[src/rtl/image_window_gen.sv]
// image_window_gen: streams every valid 3x3 neighbourhood of a raster image.
// The image is read once, pixel by pixel, from a single-cycle-latency memory.
// The two previous image rows live in two line buffers; two window columns are
// kept in registers, and the third comes straight from the buffers and the
// freshly read pixel.
module image_window_gen #(
  parameter int IMG_W  = 28,
  parameter int IMG_H  = 28,
  parameter int PIX_W  = 7,
  parameter int ADDR_W = 10
) (
  input  logic                 clk,
  input  logic                 rst,
  input  logic                 start,
  output logic [ADDR_W-1:0]    mem_addr,
  output logic                 mem_rd_en,
  input  logic [PIX_W-1:0]     mem_data,
  output logic                 win_valid,
  input  logic                 win_ready,
  output logic [9*PIX_W-1:0]   win_data,
  output logic [4:0]           win_row,
  output logic [4:0]           win_col,
  output logic                 busy,
  output logic                 done
);

  typedef enum logic [2:0] {IDLE, RD, CAP, OUT, DONE} state_t;

  localparam logic [4:0] COL_LAST = 5'(IMG_W - 1);
  localparam logic [4:0] ROW_LAST = 5'(IMG_H - 1);

  state_t              state;
  logic [4:0]          row;
  logic [4:0]          col;
  logic [ADDR_W-1:0]   pix;

  // Line buffers: lb0 holds the row above the current one, lb1 the row above that.
  logic [PIX_W-1:0]    lb0 [IMG_W];
  logic [PIX_W-1:0]    lb1 [IMG_W];
  logic [PIX_W-1:0]    lb0_q;
  logic [PIX_W-1:0]    lb1_q;

  // Window columns c=0 and c=1 of the next window (index 0 = top row).
  logic [PIX_W-1:0]    c1 [3];
  logic [PIX_W-1:0]    c2 [3];
  logic [PIX_W-1:0]    new_col [3];
  logic [9*PIX_W-1:0]  win_next;

  logic                last_pix;
  logic [4:0]          next_row;
  logic [4:0]          next_col;
  logic [ADDR_W-1:0]   next_pix;

  // Pixel counter advance and end-of-image detection.
  always_comb begin
    last_pix = (row == ROW_LAST) && (col == COL_LAST);
    next_pix = pix + 1'b1;
    next_col = col + 5'd1;
    next_row = row;
    if (col == COL_LAST) begin
      next_col = 5'd0;
      next_row = row + 5'd1;
    end
  end

  // Newest window column: two buffered rows above plus the pixel just read.
  always_comb begin
    new_col[0] = lb1_q;
    new_col[1] = lb0_q;
    new_col[2] = mem_data;
  end

  // Assemble the window: pixel (r,c) sits at PIX_W*(3*r+c).
  generate
    for (genvar gi = 0; gi < 3; gi++) begin : g_win_row
      assign win_next[PIX_W*(3*gi+0) +: PIX_W] = c1[gi];
      assign win_next[PIX_W*(3*gi+1) +: PIX_W] = c2[gi];
      assign win_next[PIX_W*(3*gi+2) +: PIX_W] = new_col[gi];
    end
  endgenerate

  // Line buffers: registered read during RD, write-back of the shifted column during CAP.
  always_ff @(posedge clk) begin
    if (state == RD) begin
      lb0_q <= lb0[col];
      lb1_q <= lb1[col];
    end
    if (state == CAP) begin
      lb1[col] <= lb0_q;
      lb0[col] <= mem_data;
    end
  end

  // Shift the window columns left by one each time a pixel is captured.
  always_ff @(posedge clk) begin
    if (state == CAP) begin
      for (int i = 0; i < 3; i++) begin
        c1[i] <= c2[i];
        c2[i] <= new_col[i];
      end
    end
  end

  // Control FSM with registered memory strobe, window stream and done outputs.
  always_ff @(posedge clk) begin
    if (rst) begin
      state     <= IDLE;
      row       <= 5'd0;
      col       <= 5'd0;
      pix       <= '0;
      mem_addr  <= '0;
      mem_rd_en <= 1'b0;
      win_valid <= 1'b0;
      win_data  <= '0;
      win_row   <= 5'd0;
      win_col   <= 5'd0;
      done      <= 1'b0;
    end else begin
      case (state)
        IDLE: begin
          done <= 1'b0;
          if (start) begin
            row       <= 5'd0;
            col       <= 5'd0;
            pix       <= '0;
            mem_addr  <= '0;
            mem_rd_en <= 1'b1;
            state     <= RD;
          end
        end
        RD: begin
          mem_rd_en <= 1'b0;
          mem_addr  <= '0;
          state     <= CAP;
        end
        CAP: begin
          if (row >= 5'd2 && col >= 5'd2) begin
            win_data  <= win_next;
            win_row   <= row - 5'd2;
            win_col   <= col - 5'd2;
            win_valid <= 1'b1;
            state     <= OUT;
          end else if (last_pix) begin
            done  <= 1'b1;
            state <= DONE;
          end else begin
            row       <= next_row;
            col       <= next_col;
            pix       <= next_pix;
            mem_addr  <= next_pix;
            mem_rd_en <= 1'b1;
            state     <= RD;
          end
        end
        OUT: begin
          if (win_ready) begin
            win_valid <= 1'b0;
            if (last_pix) begin
              done  <= 1'b1;
              state <= DONE;
            end else begin
              row       <= next_row;
              col       <= next_col;
              pix       <= next_pix;
              mem_addr  <= next_pix;
              mem_rd_en <= 1'b1;
              state     <= RD;
            end
          end
        end
        DONE: begin
          done  <= 1'b0;
          state <= IDLE;
        end
        default: state <= IDLE;
      endcase
    end
  end

  assign busy = (state == RD) || (state == CAP) || (state == OUT);

endmodule

[config.mk]
export PLATFORM = sky130hd
export DESIGN_NAME = image_window_gen
export DESIGN_NICKNAME = d
export VERILOG_FILES = /design/src/rtl/image_window_gen.sv
export SDC_FILE = /design/constraint.sdc
export NUM_CORES = 1
export LEC_CHECK = 0
export ABC_AREA = 1
export BUFFER_PORTS_ARGS = -buffer_cell sky130_fd_sc_hd__buf_2
export CAP_MARGIN = 20
export CORE_MARGIN = 2
export CORE_UTILIZATION = 66
export CTS_CLUSTER_DIAMETER = 50
export DETAILED_ROUTE_END_ITERATION = 16
export PLACE_DENSITY = 0.85
export REMOVE_ABC_BUFFERS = 1
export SETUP_SLACK_MARGIN = 0.02
export SYNTH_ARGS = -nofsm -noshare
export SYNTH_HDL_FRONTEND = slang
export SYNTH_SLANG_ARGS = --single-unit
[constraint.sdc]
create_clock -name clk -period 3.6 [get_ports clk]
set_input_delay 0.18 -clock clk [delete_from_list [all_inputs] [get_ports clk]]
set_output_delay 0.18 -clock clk [all_outputs]
set_load 0.01 [all_outputs]
==> impl_metrics.json, run 1 <==
{
  "status": "finished clean",
  "grt_pass1_wl_um": 82500,
  "cts_tree": "done",
  "initial_utilization_pct": 66.9,
  "clock_latency_ns": 0.59,
  "max_stage_delay_ns": 0.50,
  "rrSetupSlack_ns": 0.92,
  "die_area_mm2": 0.0345,
  "multi_input_area_mm2": 0.00544,
  "diodes": 0,
  "finalHoldViolCount": 0,
  "start_kind": "flop",
  "place_congestion": 0.890,
  "grt_max_degree": 137,
  "synth_cell_types": 38,
  "dp_hpwl_um": 31600,
  "synth-seq-cells": 557,
  "fill_cells": 2013,
  "htree_levels": 2,
  "async_flop_share_pct": 0,
  "num_rows": 66,
  "setup_tns_ns": 0,
  "synth.avg_cell_area_um2": 11.6,
  "crit_chain": "inv_2, nand2_4, nor2_8, buf_4, nand3_4, inv_2, buf_12, nand2_1, a21oi_1",
  "worstMarginPinSlew_ns": 0.952,
  "ys_top_cells_by_count": "edfxtp_1, nand2_1, nor2_1, o21ai_0, dfxtp_1",
  "dominantRegCellSynth": "edfxtp_1",
  "synth_top_area_share_pct": 61.8,
  "peakVddDrop_mv": 0.425,
  "wirelength_um": 54100,
  "grt_pass1_vias": 15000,
  "cp_num_buf_inv": 4,
  "drt-initial-drc-count": 2350,
  "yosysSeqAreaShare_pct": 71.8,
  "cts_buffers": 56,
  "drc_errors": 0,
  "worstSetupStartpoint": "state[2]",
  "fin_area_mm2": 0.0247,
  "worst_path_most_repeated_cell": "inv_2",
  "p_per_area_mw_per_mm2": 626,
  "syn_inst": 1885,
  "die_h_um": 186,
  "worstPathRequired_ns": 4.10,
  "cts.path.max_buffers": 3,
  "fin_nets": 2008,
  "ant_nets": 0,
  "ys_warn_count": 0,
  "slowest_stage": "buf_4",
  "fmax_mhz": 374,
  "synth_area_leaders": "edfxtp_1, dfxtp_1, nand2_1",
  "antenna_found_initial": 0,
  "seqCellArea_mm2": 0.0156,
  "port_buffers": 97,
  "cts_sinks": 557,
  "setup.worst_path.class": "reg -> reg",
  "maxCapViolations": 0,
  "drive_above_1_share_pct": 13.8,
  "critical_path_arrival_ns": 3.18,
  "yosysTopAreaCell": "edfxtp_1",
  "core_mm2": 0.0325,
  "dr.pass1.iters": 7,
  "crit_fanout": 53,
  "stdcell_count": 2474,
  "rsz0062_at_grt": "false",
  "holdCritStartpoint": "rst",
  "synth_area_mm2": 0.0218,
  "setup_viol": 0,
  "clkTransAtPathRegs_ns": 0.06,
  "dpl.cell_count": 2369,
  "place_ws_ns": 0.953,
  "relSlewSlack_pct": 36.6,
  "overflow": 0,
  "die_w_um": 186,
  "power_leakage_uw": 0.00890,
  "area_growth_pct": 13.5,
  "fin_ws_ns": 0.923,
  "synth_edf_count": 448,
  "min_period_ns": 2.68,
  "vias": 15300,
  "post_cts_buffers": 0,
  "end_kind": "flop",
  "ios": 98,
  "place_area_mm2": 0.0228,
  "root_buffer": "clkbuf_16",
  "post-route-period-util_pct": 74.4,
  "avgRoutedWirePerCell_um": 21.9,
  "hold_path.class": "in -> reg",
  "grt.total_usage_pct": 31.8,
  "synth_most_common_cell": "edfxtp_1",
  "r2r-start": "state[2]",
  "clock_skew_ns": 0.0190,
  "power_uw": 15500,
  "slew_viol_final": 0,
  "viasPerCell": 6.18,
  "cp_top_family": "buffers and inverters"
}
-- through the flow --
| step | hold WS [ns] | util (%) |
|---|---|---|
| after CTS | 0.0363 | 76.0 |
| after global routing | 0.0609 | 76.0 |
| after detailed placement | 0.398 | 69.9 |
| after floorplan | 0.242 | - |
| final | 0.0604 | 76.0 |
| after global placement | 0.397 | 69.9 |
-- final cells by class --
class                      count  share of cell area (%)
sequential                   557                    63.3
clock inverter                30                    1.42
tap                          442                    2.24
inverter                      49                   0.764
multi-input combinational   1170                    22.0
clock buffer                  74                    6.53
timing repair buffer         152                    3.81
-- power breakdown --
part | switching (µW) | leakage, µW | total, µW | internal [µW]
Sequential | 174 | 0.00492 | 7420 | 7250
Clock | 2450 | 0.000964 | 6110 | 3660
Combinational | 1430 | 0.00302 | 1940 | 506
-- logic make-up (layout without fill, tap and decap cells) --
group,after synthesis,count (layout),share of synthesized area (%)
xor+xnor,6,6,0.241
compound gates,419,419,10.2
fa+ha+maj,11,11,0.632
flops,557,557,71.8
buf+inv,158,305,3.25
simple gates,734,734,13.8
-- sequential cells by signal, indices dropped and copies added (netlist names), 3 cells and up --
| name | count |
|---|---|
| lb0 | 196 |
| lb1 | 196 |
| win_data | 63 |
| c1 | 21 |
| c2 | 21 |
| mem_addr | 10 |
| pix | 10 |
| lb0_q | 7 |
| lb1_q | 7 |
| col | 5 |
| row | 5 |
| win_col | 5 |
| win_row | 5 |
| state | 3 |
-- cells in the final DEF (no fill, tap or decap), types with 8 or more instances in the layout --
cell type and count:
nand3b_1 14, buf_4 52, a21oi_1 100, o21ai_1 13, dfxtp_1 107, buf_2 96
a21oi_2 9, clkbuf_16 60, edfxtp_1 448, ha_1 11, o22ai_1 73, nand3_1 31
nand2_1 366, clkinv_1 8, clkbuf_1 8, nor2_1 291, o21ai_0 220, inv_1 41
-- per-layer routing --
metal / up-vias / routed length, µm / global-route usage, %
met2: 993 / 26500 / 52.8
met5: - / 0 / 0
met3: 169 / 5530 / 6.32
met4: 0 / 2270 / 14.0
met1: 7339 / 19800 / 41.2
li1: 6798 / - / -
-- path summary, 6_finish.rpt --
check                           cells past startpoint           end
worst max-delay path                                9  win_data[50]
worst min-delay path                                2        pix[3]
worst max register to register                      9  win_data[50]
worst min register to register                      2   mem_addr[7]
-- repair_timing --
action	4_1_cts	5_1_grt
hold endpoints to repair	2	0
hold buffers	1	0
resized for setup	0	0
Power figures use the tool's default switching activity.
==> inputs of run 2 (changes only) <==
--- a/config.mk
+++ b/config.mk
@@ -9,10 +9,10 @@
 export BUFFER_PORTS_ARGS = -buffer_cell sky130_fd_sc_hd__buf_2
 export CAP_MARGIN = 20
 export CORE_MARGIN = 2
-export CORE_UTILIZATION = 66
+export CORE_UTILIZATION = 55
 export CTS_CLUSTER_DIAMETER = 50
 export DETAILED_ROUTE_END_ITERATION = 16
-export PLACE_DENSITY = 0.85
+export PLACE_DENSITY = 0.75
 export REMOVE_ABC_BUFFERS = 1
 export SETUP_SLACK_MARGIN = 0.02
 export SYNTH_ARGS = -nofsm -noshare
==> constraint.sdc (replaced) <==
create_clock -name clk -period 2.2 [get_ports clk]
set_input_delay 0.11 -clock clk [delete_from_list [all_inputs] [get_ports clk]]
set_output_delay 0.11 -clock clk [all_outputs]
set_load 0.01 [all_outputs]
==> impl_metrics.json, run 2 (synthesis gave the netlist of run 1 again) <==
{
  "status": "finished clean",
  "holdWs_ns": 0.0606,
  "htree_levels": 2,
  "crit_fanout": 9,
  "clock_latency_ns": 0.61,
  "p_clk_share_pct": 38.2,
  "core_mm2": 0.0388,
  "post-route-period-util_pct": 93.5,
  "grt.total_usage_pct": 25.2,
  "antenna_found_initial": 0,
  "grt_max_degree": 125,
  "overflow": 0,
  "ant_nets": 0,
  "worstPathRequired_ns": 2.51,
  "power_leakage_uw": 0.00903,
  "finalHoldViolCount": 0,
  "cts_tree": "done",
  "rsz0062_at_grt": "false",
  "place_congestion": 0.872,
  "clkTransAtPathRegs_ns": 0.06,
  "cts.path.max_buffers": 3,
  "fin_nets": 2038,
  "hold_path.class": "in -> reg",
  "p_per_area_mw_per_mm2": 989,
  "p_int_uw": 18400,
  "peakVddDrop_mv": 1.05,
  "dp_hpwl_um": 30800,
  "combPwrFrac_pct": 13.0,
  "initial_utilization_pct": 56.1,
  "root_buffer": "clkbuf_16",
  "min_period_ns": 2.06,
  "seq_power_share_pct": 48.7,
  "die_h_um": 203,
  "num_rows": 72,
  "final_cell_mix": "edfxtp_1, nand2_1, nor2_1",
  "maxCapViolations": 0,
  "port_buffers": 97,
  "start_kind": "flop",
  "end_kind": "flop",
  "fin_area_mm2": 0.0251,
  "relSlewSlack_pct": 45.9,
  "area_growth_pct": 15.1,
  "cts_buffers": 56,
  "power_switching_uw": 6420,
  "diodes": 0,
  "die_w_um": 203,
  "die_area_mm2": 0.0412,
  "drc_errors": 0,
  "fmax_mhz": 486,
  "reg.largest.list": "lb0: 196 flops, lb1: 196 flops, win_data: 63 flops",
  "drive_above_1_share_pct": 14.7,
  "layout_commonest_cell": "edfxtp_1",
  "setup_viol": 0,
  "fill_cells": 2826,
  "setup_tns_ns": 0,
  "setup.worst_path.class": "reg -> reg",
  "drt-initial-drc-count": 1771,
  "worstMarginPinSlew_ns": 0.812,
  "switching_share_pct": 25.9,
  "vias": 14800,
  "ios": 98,
  "critical_path_arrival_ns": 2.36,
  "viasPerCell": 5.74,
  "place_area_mm2": 0.0232,
  "dr.pass1.iters": 6,
  "avgRoutedWirePerCell_um": 20.0,
  "slew_viol_final": 0,
  "clock_skew_ns": 0.0132,
  "wirelength_um": 51500,
  "grt_pass1_vias": 14200,
  "grt_pass1_wl_um": 79700,
  "cts_sinks": 557
}
## run 2: power groups by stage
stage / sequential, µW / combinational, µW / clock (µW)
4_1_cts: 12100 / 3180 / 9620
5_1_grt: 12100 / 3560 / 10000
3_3_place_gp: 12300 / 3070 / 0
3_5_place_dp: 12300 / 3140 / 0
6_report: 12100 / 3230 / 9480
2_1_floorplan: 12500 / 1680 / 0
## run 2: final timing paths
kind                            slack, ns  cells after the start     endpoint        start
worst max-delay path                 0.14                      6    lb0[6][6]     state[2]
worst min-delay path                 0.06                      6     state[2]        start
worst max register to register       0.14                      6    lb0[6][6]     state[2]
worst min register to register       0.44                      2  mem_addr[7]  mem_addr[7]
## run 2: area by class of cell
| type | instances | area, µm² | share of cell area, % |
|---|---|---|---|
| repair buffers | 181 | 1270 | 5.08 |
| multi-input cells | 1171 | 5450 | 21.7 |
| clock inverters | 22 | 211 | 0.844 |
| clock buffers | 82 | 1660 | 6.60 |
| flip-flops and latches | 557 | 15600 | 62.4 |
| well taps | 518 | 648 | 2.59 |
| inverters | 49 | 190 | 0.759 |
## run 2: stage by stage
stage                     total power (µW)  cells  utilization, %  worst slack (ns)
after floorplan                      14200   1776               -             -7.16
after global placement               15400   2473            59.7             0.269
after detailed placement             15400   2473            59.7             0.198
after CTS                            24900   2579            64.5             0.167
after global routing                 25700   2580            64.6            0.0266
final                                24800   2580            64.6             0.143
## run 2: repair_timing
action                     CTS  global route
setup buffers                0             0
resized for setup            0             1
hold endpoints to repair     9             0
setup endpoints to repair    0            10
hold buffers                 2             0
## run 2: layer usage
metal	GRT usage [%]	vias to the layer above	part of all wire, %
li1	-	6879	-
met1	34.1	7137	40
met2	40.7	687	48
met3	5.23	113	8.8
met4	8.97	0	3.2
met5	0	-	0
## run 2: worst max-delay path, stage by stage, from the launching register on
cell,delay [ns]
dfxtp_1,0.36
inv_2,0.16
nand2_4,0.14
nor2_8,0.16
nand2_1,0.36
nor2_1,0.33
buf_4,0.24
==> inputs of run 3 (changes only) <==
--- a/config.mk
+++ b/config.mk
@@ -9,10 +9,10 @@
 export BUFFER_PORTS_ARGS = -buffer_cell sky130_fd_sc_hd__buf_2
 export CAP_MARGIN = 20
 export CORE_MARGIN = 2
-export CORE_UTILIZATION = 55
+export CORE_UTILIZATION = 52
 export CTS_CLUSTER_DIAMETER = 50
 export DETAILED_ROUTE_END_ITERATION = 16
-export PLACE_DENSITY = 0.75
+export PLACE_DENSITY = 0.77
 export REMOVE_ABC_BUFFERS = 1
 export SETUP_SLACK_MARGIN = 0.02
 export SYNTH_ARGS = -nofsm -noshare
==> impl_metrics.json, run 3 (synthesis gave the netlist of run 1 again) <==
{
  "status": "finished clean",
  "grt_max_degree": 101,
  "cts_buffers": 54,
  "max_stage_delay_ns": 0.36,
  "stdcell_count": 2590,
  "diodes": 0,
  "vias": 14800,
  "place_congestion": 0.902,
  "hold_path.class": "in -> reg",
  "fmax_mhz": 484,
  "slew_viol_final": 0,
  "cts_tree": "done",
  "core_mm2": 0.0411,
  "die_area_mm2": 0.0435,
  "clock_latency_ns": 0.61,
  "relSlewSlack_pct": 42.8,
  "finalHoldViolCount": 0,
  "min_period_ns": 2.07,
  "num_rows": 74,
  "drive_above_1_share_pct": 14.8,
  "wirelength_um": 51100,
  "avgRoutedWirePerCell_um": 19.7,
  "final_cell_mix": "edfxtp_1, nand2_1, nor2_1",
  "cts.path.max_buffers": 3,
  "wl_met2_um": 24600,
  "rsz0062_at_grt": "true",
  "cp_num_buf_inv": 2,
  "p_per_area_mw_per_mm2": 976,
  "htree_levels": 2,
  "fin_nets": 2041,
  "grt.total_usage_pct": 23.5,
  "clkTransAtPathRegs_ns": 0.06,
  "root_buffer": "clkbuf_16",
  "slowest_stage": "dfxtp_1",
  "viasPerCell": 5.70,
  "drc_errors": 0,
  "area_growth_pct": 14.4,
  "ant_nets": 0,
  "layout_commonest_cell": "edfxtp_1",
  "post-route-period-util_pct": 94.0,
  "fin_area_mm2": 0.0249,
  "power_leakage_uw": 0.00899,
  "dpl.cell_count": 2493,
  "port_buffers": 97,
  "grt_pass1_wl_um": 79600,
  "dr.pass1.iters": 7,
  "worstPathRequired_ns": 2.50,
  "met1_length_um": 20700,
  "reg.largest.list": "lb0: 196 flops, lb1: 196 flops, win_data: 63 flops",
  "peakVddDrop_mv": 0.586,
  "drt-initial-drc-count": 1701,
  "initial_utilization_pct": 53.0,
  "die_h_um": 209,
  "place_area_mm2": 0.0232,
  "top_layer": "met4",
  "crit_fanout": 9,
  "grt_pass1_vias": 14300,
  "crit_chain": "inv_2, nand2_4, nor2_8, nand2_1, nor2_1, buf_4",
  "antenna_found_initial": 0,
  "clock_skew_ns": 0.0144,
  "cts_sinks": 557,
  "maxCapViolations": 0,
  "setup_viol": 0,
  "route.met3.wl_um": 4240,
  "start_kind": "flop",
  "die_w_um": 209,
  "ios": 98,
  "setup.worst_path.class": "reg -> reg",
  "end_kind": "flop",
  "overflow": 0,
  "dp_hpwl_um": 31000,
  "critical_path_arrival_ns": 2.37,
  "cp_top_family": "simple AND/OR/NAND/NOR gates",
  "worstMarginPinSlew_ns": 0.858
}
[run 3: final cells by class]
| cell class | count | area (µm²) |
|---|---|---|
| clock inverter | 28 | 283 |
| timing repair buffer | 187 | 1270 |
| clock buffer | 67 | 1440 |
| inverter | 49 | 190 |
| fill | 3138 | 16200 |
| tap | 532 | 666 |
| multi-input combinational | 1170 | 5440 |
| sequential | 557 | 15600 |
[run 3: worst paths after layout]
path | from | to | slack, ns | depth (start not counted)
min reg2reg | mem_addr[6] | mem_addr[6] | 0.44 | 2
min | rst | state[1] | 0.04 | 4
max | state[2] | lb0[17][1] | 0.13 | 6
max reg2reg | state[2] | lb0[17][1] | 0.13 | 6
[run 3: what timing repair did]
| item | CTS | global route |
|---|---|---|
| hold buffers | 1 | 0 |
| gates resized for setup | 0 | 2 |
| hold endpoints to repair | 3 | 0 |
| endpoints found under the setup margin | 0 | 36 |
| setup buffers | 0 | 1 |
[run 3: per-stage QoR]
stage	setup WS (ns)	util, %	hold WS (ns)	total power (µW)	setup TNS, ns
6_report	0.132	60.6	0.0396	24300	0
5_1_grt	0.0143	60.6	0.0705	25200	0
4_1_cts	0.122	60.6	0.0241	24400	0
3_5_place_dp	0.144	56.4	0.333	15400	0
3_3_place_gp	0.186	56.4	0.320	15300	0
2_1_floorplan	-7.16	-	0.172	14200	-2589.74
[run 3: per-layer routing]
metal,up-vias,global-route usage (%)
li1,6870,-
met1,7111,31.6
met2,671,39.2
met3,108,3.82
met4,0,8.20
met5,-,0
[run 3: worst register-to-register path: stages (launching register included)]
cell and delay, ns:
dfxtp_1 0.36, inv_2 0.16, nand2_4 0.14, nor2_8 0.18, nand2_1 0.36, nor2_1 0.34, buf_4 0.23
[run 3: power by group]
part	internal, µW	switching, µW	leakage, µW	total, µW
Clock	5220	3840	0.000845	9060
Sequential	11900	286	0.00492	12100
Combinational	914	2210	0.00322	3120
